File: src/rtl/uart_rx_byte.sv
// UART 8N1 receiver: synchronises rx, finds the start bit, samples every bit at mid-period
// and presents each good byte with a one-cycle strobe; bad stop bits raise a framing-error strobe.
module uart_rx_byte #(
  parameter int CLK_FREQ = 50_000_000,
  parameter int BAUD     = 9600
) (
  input  logic       clk,
  input  logic       rst,
  input  logic       rx,
  output logic [7:0] data_out,
  output logic       data_valid,
  output logic       frame_err,
  output logic       busy,
  output logic       led
);

  localparam int BAUD_CNT_MAX = CLK_FREQ / BAUD - 1;
  localparam int HALF_CNT     = BAUD_CNT_MAX / 2;
  localparam int CNT_W        = (BAUD_CNT_MAX > 0) ? $clog2(BAUD_CNT_MAX + 1) : 1;

  localparam logic [CNT_W-1:0] CNT_MAX  = CNT_W'(BAUD_CNT_MAX);
  localparam logic [CNT_W-1:0] CNT_HALF = CNT_W'(HALF_CNT);

  typedef enum logic [1:0] {
    IDLE,
    START,
    DATA,
    STOP
  } state_t;

  state_t           state, state_n;
  logic [CNT_W-1:0] cnt, cnt_n;
  logic [2:0]       bit_idx;
  logic [7:0]       shift_reg;
  logic             rx_meta, rx_s, rx_s_d;
  logic             fall;
  logic             shift_en, bit_clr, good_byte, bad_byte;

  // Two-flop synchroniser; resets to the idle-high line level so reset release never looks like a start edge.
  // NOTE: sequential blocks use non-blocking (<=) so every flop samples pre-edge values, independent of statement order.
  always_ff @(posedge clk or posedge rst) begin
    if (rst) begin
      rx_meta <= 1'b1;
      rx_s    <= 1'b1;
      rx_s_d  <= 1'b1;
    end else begin
      rx_meta <= rx;
      rx_s    <= rx_meta;
      rx_s_d  <= rx_s;
    end
  end

  assign fall = rx_s_d & ~rx_s;

  always_ff @(posedge clk or posedge rst) begin
    if (rst) begin
      state <= IDLE;
      cnt   <= '0;
    end else begin
      state <= state_n;
      cnt   <= cnt_n;
    end
  end

  // NOTE: every signal written here gets a default first, so no path can leave one unassigned and infer a latch.
  always_comb begin
    state_n   = state;
    shift_en  = 1'b0;
    bit_clr   = 1'b0;
    good_byte = 1'b0;
    bad_byte  = 1'b0;

    unique case (state)
      IDLE: begin
        if (fall) state_n = START;
      end
      START: begin
        if (cnt == CNT_HALF) begin
          if (rx_s) begin
            state_n = IDLE;
          end else begin
            state_n = DATA;
            bit_clr = 1'b1;
          end
        end
      end
      DATA: begin
        if (cnt == CNT_MAX) begin
          shift_en = 1'b1;
          if (bit_idx == 3'd7) state_n = STOP;
        end
      end
      STOP: begin
        if (cnt == CNT_MAX) begin
          state_n   = IDLE;
          good_byte = rx_s;
          bad_byte  = ~rx_s;
        end
      end
      default: state_n = IDLE;
    endcase

    // Counter restarts on every state change and wraps each bit period while in DATA.
    cnt_n = '0;
    if (state != IDLE && state_n == state) begin
      cnt_n = (cnt == CNT_MAX) ? '0 : cnt + 1'b1;
    end
  end

  always_ff @(posedge clk or posedge rst) begin
    if (rst) begin
      bit_idx    <= 3'd0;
      shift_reg  <= 8'h00;
      data_out   <= 8'h00;
      data_valid <= 1'b0;
      frame_err  <= 1'b0;
      led        <= 1'b1;
    end else begin
      data_valid <= good_byte;
      frame_err  <= bad_byte;
      if (bit_clr) begin
        bit_idx <= 3'd0;
      end else if (shift_en) begin
        bit_idx   <= bit_idx + 3'd1;
        shift_reg <= {rx_s, shift_reg[7:1]};
      end
      if (good_byte) begin
        data_out <= shift_reg;
        led      <= ~led;
      end
    end
  end

  assign busy = (state != IDLE);

endmodule

File: config.mk
export PLATFORM = sky130hd
export DESIGN_NAME = uart_rx_byte
export DESIGN_NICKNAME = d
export VERILOG_FILES = /design/src/rtl/uart_rx_byte.sv
export SDC_FILE = /design/constraint.sdc
export NUM_CORES = 1
export LEC_CHECK = 0
export BUFFER_PORTS_ARGS = -buffer_cell sky130_fd_sc_hd__buf_2
export CELL_PAD_IN_SITES_DETAIL_PLACEMENT = 0
export CELL_PAD_IN_SITES_GLOBAL_PLACEMENT = 1
export CORE_MARGIN = 3
export CORE_UTILIZATION = 42
export DETAILED_ROUTE_END_ITERATION = 8
export PLACE_DENSITY = 0.78
export SYNTH_ARGS = -nofsm -noshare
export SYNTH_HDL_FRONTEND = slang
export SYNTH_SLANG_ARGS = --single-unit
File: constraint.sdc
create_clock -name clk -period 1.7 [get_ports clk]
set_input_delay 0.255 -clock clk [delete_from_list [all_inputs] [get_ports clk]]
set_output_delay 0.255 -clock clk [all_outputs]
set_load 0.005 [all_outputs]
==> results of run 1 <==
[power by group through the flow]
stage / Clock [W] / Combinational, W / Sequential (W)
CTS: 0.000670 / 0.000421 / 0.00106
finish: 0.000653 / 0.000428 / 0.00106
global route: 0.000723 / 0.000474 / 0.00106
detailed placement: 0 / 0.000406 / 0.00108
global placement: 0 / 0.000393 / 0.00107
floorplan: 0 / 0.000198 / 0.00109
[cell type report]
type,instances,area share
clock inverters,2,0.00630
inverters,6,0.00945
multi-input cells,100,0.342
repair buffers,48,0.159
well taps,50,0.0262
flip-flops and latches,40,0.423
clock buffers,6,0.0346
[repair_timing]
item	in CTS	in global routing
setup endpoints to repair	28	35
buffers inserted	7	4
resized for setup	19	9
gates cloned	2	0
pin swaps	4	5
[worst min path at each step]
| stage | from | endpoint | slack (ns) |
|---|---|---|---|
| 3_5_place_dp | rx_meta | rx_s | 0.35 |
| 6_report | rst | data_out[2] | 0.06 |
| 3_3_place_gp | rx_meta | rx_s | 0.35 |
| 5_1_grt | rx | rx_meta | 0.05 |
| 4_1_cts | rx | rx_meta | 0.05 |
| 2_1_floorplan | rx | rx_meta | 0.26 |
[per-layer routing]
| metal | vias to the layer above | GRT usage | part of all wire |
|---|---|---|---|
| li1 | 616 | - | - |
| met1 | 648 | 0.205 | 0.45 |
| met2 | 27 | 0.256 | 0.50 |
| met3 | 9 | 0.0440 | 0.031 |
| met4 | 0 | 0.0626 | 0.020 |
| met5 | - | 0 | 0 |
[worst max-delay path, delay by kind of cell (launching register included)]
family           cells  cell delay, ns
flip-flops           1            0.40
AND/OR/NAND/NOR      4            1.27
[through the flow]
| stage | hold slack [ns] | cell area, µm² |
|---|---|---|
| finish | 0.0600 | 2380 |
| global route | 0.0476 | 2380 |
| CTS | 0.0539 | 2340 |
| detailed placement | 0.348 | 2100 |
| global placement | 0.349 | 2100 |
| floorplan | 0.259 | 1810 |
[cell usage in the layout, fill, tap and decap left out, drive strengths merged, types with 6 or more instances in the layout]
cell type | Yosys | routed
nand2 | 8 | 8
nor2 | 22 | 22
xnor2 | 9 | 9
mux2 | 16 | 16
clkbuf | 1 | 7
dfrtp | 36 | 36
buf | 2 | 47
o21ai | 6 | 6
nand3 | 8 | 8
inv | 6 | 6
[logic make-up after synthesis]
group | share of synthesized area
simple gates | 0.189
flops | 0.565
mux | 0.101
xor+xnor | 0.0591
compound gates | 0.0401
buf+inv | 0.0239
fa+ha+maj | 0.0211
==> out/summary.log, run 1 <==
[critical_path] flop2flop setup slack -0.08 ns
[sta] Min Clock Period, post-route 1.78 ns
[die] floorplan row count 23
[cells_and_area] number of inserted diodes 0
[logic_synthesis] Yosys reg bits 40
[cells_and_area] combined area of the multi-input logic cells 816 µm²
[logic_synthesis] number of warnings issued by yosys 0
[logic_synthesis] most numerous cell in the Yosys netlist sky130_fd_sc_hd__dfrtp_1
[cells_and_area] Layout Cells excl Fill 252
[logic_synthesis] fraction of registers with async set or reset after synthesis 1.00
[die] area of the core 4060 µm²
[clock_network] CTS tree yes
[critical_path] RR Endpoint cnt[3]
[drt] vias after detailed routing 1300
[clock_network] H-tree depth 2
[sta] relative slew slack 0.676
[status] violations in the final reports setup timing
[clock_network] cell at the root of the clock tree sky130_fd_sc_hd__clkbuf_8
[sta] Hold Fails Final Rpt 0
[sta] Slew @ Worst Pin 0.485 ns
[die] Die Area 5050 µm²
[power_and_ir_drop] worst vdd rail ir drop 739 µV
[critical_path] launching instance or port of the critical path cnt[7]
[cells_and_area] fin util 0.587
[sta] peak clock frequency supported by timing 0.562 GHz
[critical_path] cells traversed along the worst timing path or4b_1 -> or4_4 -> nand3_4 -> nor2_1
[logic_synthesis] Synth Net Count 155
[sta] final setup margin -0.0792 ns
[logic_synthesis] top flip-flop cell by instance count after synthesis sky130_fd_sc_hd__dfrtp_1
[cells_and_area] number of flip-flops in the largest register 13
[clock_network] number of clock buffers inserted by TritonCTS 5
[critical_path] Largest stage delay, worst path 0.51 ns
[drt] DRC violation count after routing 0
[critical_path] critical path capture point type flop
[global_routing] global-route wire length before repair 6280 µm
[logic_synthesis] number of enable flip-flop cells after synthesis 0
[sta] ratio of final minimum period to clock period 1.05
[job] max-cap viol count 0
[drt] number of antenna-violating nets in the routed design 0
[hold_path] path type of the worst min-delay path in2async
[power_and_ir_drop] Switching Share 0.268
[cells_and_area] number of fill cells 315
[global_routing] maximum number of pins on one net before global-route repair 41
[logic_synthesis] dominant cells by area after synthesis sky130_fd_sc_hd__dfrtp_1 51%, sky130_fd_sc_hd__mux2_2 10%, sky130_fd_sc_hd__dfstp_2 5.9%, sky130_fd_sc_hd__nor2_1 4.4%, sky130_fd_sc_hd__xnor2_1 4.4%
[critical_path] Arr. time, crit path 1.96 ns
[placement] Port Buffers 14
[power_and_ir_drop] Static Leakage 1.15 nW
[clock_network] clock insertion delay at the later pin of the skew report 0.29 ns
[sta] Finish-stage setup viols 33
[die] number of top-level pins 15
[status] status finished, violations left
[placement] weighted congestion reported at the end of routability-driven placement 0.873
[cells_and_area] P&R area growth vs syn 34.0%
[critical_path] critical path class reg2reg
[critical_path] startpoint of the lowest-slack register-to-register path cnt[7]
[logic_synthesis] mean post-synth cell area 11.9 µm²
[drt] Iteration-0 DRC Markers 98
[placement] placed cell count 232
[drt] average routed wire per standard cell 14.8 µm
[global_routing] All-Layer GR Usage 0.160
[logic_synthesis] post-synthesis sequential area ratio 0.565
[die] floorplan die height 71.1 µm
[critical_path] crit-path max FO 10
[power_and_ir_drop] NetSw 0.000573 W
[power_and_ir_drop] total power 0.00214 W
[clock_network] Reg clk slew, reported paths 0.08 ns
[global_routing] number of global-route vias before repair 1319
[die] Die X-Extent 71.1 µm
[critical_path] capture point of the critical path cnt[3]
[logic_synthesis] cell taking the most area after synthesis sky130_fd_sc_hd__dfrtp_1
[critical_path] CP Launch Type flop
[drt] router iterations before antenna repair 5
[die] Initial Utilization 0.438
[logic_synthesis] synthesized area 1780 µm²
[power_and_ir_drop] share of total power in combinational logic 0.200
[drt] final wirelength 3730 µm
[logic_synthesis] number of different library cells in the post-synthesis netlist 34
[placement] post-placement setup slack -0.0994 ns
[cells_and_area] share of layout cells above drive strength 1 0.446
[drt] number of vias per cell after detailed routing 5.16
[global_routing] number of antenna violations at the first check in global routing 0
[power_and_ir_drop] power density over the cells 896 nW/µm²
[sta] max-slew violation count 0
[clock_network] number of buffers inserted by hold repair at cts 0
[power_and_ir_drop] Cell Int Power 0.00156 W
[logic_synthesis] ranking of synthesized cells by instance count 36 x sky130_fd_sc_hd__dfrtp_1, 21 x sky130_fd_sc_hd__nor2_1, 16 x sky130_fd_sc_hd__mux2_2, 9 x sky130_fd_sc_hd__xnor2_1, 8 x sky130_fd_sc_hd__nand2_1
[cells_and_area] final net count 207
[critical_path] critical path's slowest cell sky130_fd_sc_hd__or4b_1
[power_and_ir_drop] Sequential Power Share 0.494
[cells_and_area] area taken by flip-flops and latches 1010 µm²
[clock_network] Sinks on Clock Net 40
[placement] DP Wirelength 2430 µm
[sta] Setup Skew 0.00714 ns
[critical_path] worst endpoint required time 1.88 ns
[power_and_ir_drop] clock network fraction of design power 0.306
[global_routing] remaining global-route overflow 0
[clock_network] Bufs on Longest Clock Path 2
[sta] setup repair after global routing missed its margin true
[logic_synthesis] gate count after technology mapping 149
[critical_path] Worst R2R Path Depth 4
[sta] Setup Total Neg Slack -1.52 ns
[logic_synthesis] Synth top area share 0.506
(Power assumes the default switching activity.)
==> run 2, diff against run 1 <==
ABC_AREA = 1   (was not set)
CORE_UTILIZATION = 41   (was 42)
PLACE_DENSITY = 0.8   (was 0.78)
==> out/summary.log, run 2 <==
[sta] Setup Skew 0.00550 ns
[sta] Hold Fails Final Rpt 0
[clock_network] clock insertion delay at the later pin of the skew report 0.29 ns
[power_and_ir_drop] power density over the cells 954 nW/µm²
[power_and_ir_drop] worst vdd rail ir drop 597 µV
[sta] Finish-stage setup viols 0
[job] max-cap viol count 0
[hold_path] path type of the worst min-delay path in2reg
[logic_synthesis] number of enable flip-flop cells after synthesis 0
[global_routing] maximum number of pins on one net before global-route repair 41
[cells_and_area] most used cells in the layout excluding fill and tap cells 49 x sky130_fd_sc_hd__nand2_1, 36 x sky130_fd_sc_hd__dfrtp_1, 31 x sky130_fd_sc_hd__inv_1
[cells_and_area] number of inserted diodes 0
[sta] relative slew slack 0.677
[critical_path] Crit path top cell by count sky130_fd_sc_hd__nand2_2
[logic_synthesis] Yosys reg bits 40
[placement] DP Wirelength 2490 µm
[critical_path] Arr. time, crit path 1.86 ns
[die] area of the core 4500 µm²
[clock_network] Reg clk slew, reported paths 0.08 ns
[cells_and_area] area taken by flip-flops and latches 1010 µm²
[global_routing] All-Layer GR Usage 0.144
[drt] router iterations before antenna repair 4
[global_routing] remaining global-route overflow 0
[power_and_ir_drop] Static Leakage 1.11 nW
[critical_path] critical path class reg2reg
[global_routing] number of antenna violations at the first check in global routing 0
[global_routing] global-route wire length before repair 6110 µm
[sta] Setup Total Neg Slack 0 ns
[cells_and_area] final cell area excluding filler cells 2270 µm²
[critical_path] worst endpoint required time 1.93 ns
[cells_and_area] number of flip-flops in the largest register 13
[placement] Port Buffers 14
[critical_path] crit-path max FO 13
[drt] final wirelength 3420 µm
[cells_and_area] commonest non-fill, non-tap cell in the layout sky130_fd_sc_hd__nand2_1
[clock_network] H-tree depth 2
[critical_path] critical path capture point type flop
[cells_and_area] number of fill cells 431
[cells_and_area] final net count 252
[cells_and_area] share of layout cells above drive strength 1 0.291
[clock_network] cell at the root of the clock tree sky130_fd_sc_hd__clkbuf_8
[logic_synthesis] synthesized area 1970 µm²
[status] status complete, no violations
[die] Die X-Extent 75.3 µm
[sta] Min Clock Period, post-route 1.63 ns
[logic_synthesis] ranking of synthesized cells by instance count 50 x sky130_fd_sc_hd__nand2_1, 36 x sky130_fd_sc_hd__dfrtp_1, 31 x sky130_fd_sc_hd__inv_1, 19 x sky130_fd_sc_hd__nor2_1, 17 x sky130_fd_sc_hd__o21ai_0
[die] Initial Utilization 0.438
[placement] weighted congestion reported at the end of routability-driven placement 0.800
[clock_network] CTS tree yes
[global_routing] number of global-route vias before repair 1334
[logic_synthesis] post-synthesis sequential area ratio 0.510
[logic_synthesis] top flip-flop cell by instance count after synthesis sky130_fd_sc_hd__dfrtp_1
[cells_and_area] combined area of the multi-input logic cells 812 µm²
[sta] ratio of final minimum period to clock period 0.961
[drt] DRC violation count after routing 0
[logic_synthesis] dominant cells by area after synthesis sky130_fd_sc_hd__dfrtp_1 46%, sky130_fd_sc_hd__nand2_1 9.5%, sky130_fd_sc_hd__inv_1 5.9%, sky130_fd_sc_hd__dfstp_2 5.3%, sky130_fd_sc_hd__o21ai_0 4.3%
[critical_path] CP Launch Type flop
[placement] standard cell area after detailed placement 2120 µm²
[placement] placed cell count 289
[die] floorplan die height 75.3 µm
[clock_network] Bufs on Longest Clock Path 2
[drt] number of vias per cell after detailed routing 4.66
[logic_synthesis] gate count after technology mapping 223
[logic_synthesis] mean post-synth cell area 8.84 µm²
[die] floorplan row count 24
[critical_path] critical path's slowest cell sky130_fd_sc_hd__dfrtp_1
[cells_and_area] P&R area growth vs syn 15.4%
[clock_network] Sinks on Clock Net 40
[logic_synthesis] number of different library cells in the post-synthesis netlist 27
[logic_synthesis] cell taking the most area after synthesis sky130_fd_sc_hd__dfrtp_1
[cells_and_area] Layout Cells excl Fill 299
[critical_path] Largest stage delay, worst path 0.36 ns
[drt] number of antenna-violating nets in the routed design 0
[sta] max-slew violation count 0
[logic_synthesis] Synth top area share 0.457
[sta] setup repair after global routing missed its margin true
[critical_path] cells traversed along the worst timing path ha_2 -> nand2_2 -> inv_2 -> nand2_2 -> inv_2 -> nand3_4 -> nand2_4 -> nand4_4 -> nand2_2 -> nand3_2 -> buf_12 -> nor2_1
[drt] Iteration-0 DRC Markers 88
[die] Die Area 5670 µm²
[clock_network] number of clock buffers inserted by TritonCTS 5
[drt] average routed wire per standard cell 11.4 µm
[logic_synthesis] most numerous cell in the Yosys netlist sky130_fd_sc_hd__nand2_1
[logic_synthesis] fraction of registers with async set or reset after synthesis 1.00
[logic_synthesis] number of warnings issued by yosys 0
[power_and_ir_drop] total power 0.00217 W
[sta] Slew @ Worst Pin 0.484 ns
[hold_path] WHS Path Cells 1
[clock_network] number of buffers inserted by hold repair at cts 0
[critical_path] Worst R2R Path Depth 12
[drt] vias after detailed routing 1392
[logic_synthesis] Synth Net Count 229
[die] number of top-level pins 15
[sta] peak clock frequency supported by timing 0.612 GHz
-- run 2: changes by cell type in the layout (fill, tap and decap cells not counted), sizes merged, moves of 4 or more --
cell   delta
nor2     +10
nand2    +47
buf      -26
o21ai    +18
xnor2     -7
mux2     -16
inv      +29
nand4     +4
-- run 2: worst paths after layout --
check                      startpoint     endpoint  slack (ns)
hold / removal                     rx      rx_meta        0.06
setup / recovery               cnt[1]       cnt[0]        0.07
hold reg to reg               rx_meta         rx_s        0.36
setup reg to reg               cnt[1]       cnt[0]        0.07
min in group asynchronous         rst  data_out[2]        0.07
max in group asynchronous         rst       rx_s_d        1.27
-- run 2: cell type report --
| class | instances | share of cell area |
|---|---|---|
| clock buffer | 6 | 0.0363 |
| clock inverter | 2 | 0.0171 |
| inverter | 35 | 0.0578 |
| multi-input combinational | 143 | 0.357 |
| sequential | 40 | 0.442 |
| tap | 52 | 0.0286 |
| timing repair buffer | 21 | 0.0611 |
-- run 2: through the flow --
stage / hold slack (ns) / setup slack (ns) / utilization
after global routing: 0.0345 / -0.0773 / 0.505
after detailed placement: 0.351 / 0.0899 / 0.470
after CTS: 0.0441 / 0.0643 / 0.497
final: 0.0568 / 0.0665 / 0.505
after floorplan: 0.259 / 0.130 / -
after global placement: 0.346 / 0.0964 / 0.470
-- run 2: power breakdown --
| group | switching, W | internal, W |
|---|---|---|
| Clock | 0.000330 | 0.000480 |
| Sequential | 0.0000473 | 0.00100 |
| Combinational | 0.000177 | 0.000135 |
| Total | 0.000555 | 0.00162 |
-- run 2: logic make-up (layout without fill, tap and decap cells) --
family | count (synthesis) | count (layout) | synth area share
adder cells (fa/ha/maj) | 3 | 3 | 0.0190
XOR/XNOR | 5 | 5 | 0.0222
AND/OR/NAND/NOR | 111 | 111 | 0.288
AO/OA/AOI/OAI | 24 | 24 | 0.0743
buffers and inverters | 40 | 64 | 0.0863
flip-flops | 40 | 40 | 0.510
-- run 2: timing repair --
item / in CTS / in global routing
setup buffers: 0 / 2
hold endpoints to repair: 0 / 0
setup endpoints to repair: 0 / 24
gates resized for setup: 0 / 9
-- run 2: routing by layer --
layer  part of all wire  global-route usage  up-vias
met1               0.49               0.188      631
li1                   -                   -      739
met4              0.020              0.0718        0
met3              0.025              0.0369        8
met5                  0                   0        -
met2               0.46               0.221       14
-- run 2: critical path, delay by kind of cell (launching register included) --
| family | cells | cell delay, ns |
|---|---|---|
| DFF | 1 | 0.36 |
| adders and majority gates | 1 | 0.21 |
| and+or+nand+nor | 8 | 0.68 |
| buffers and inverters | 3 | 0.29 |
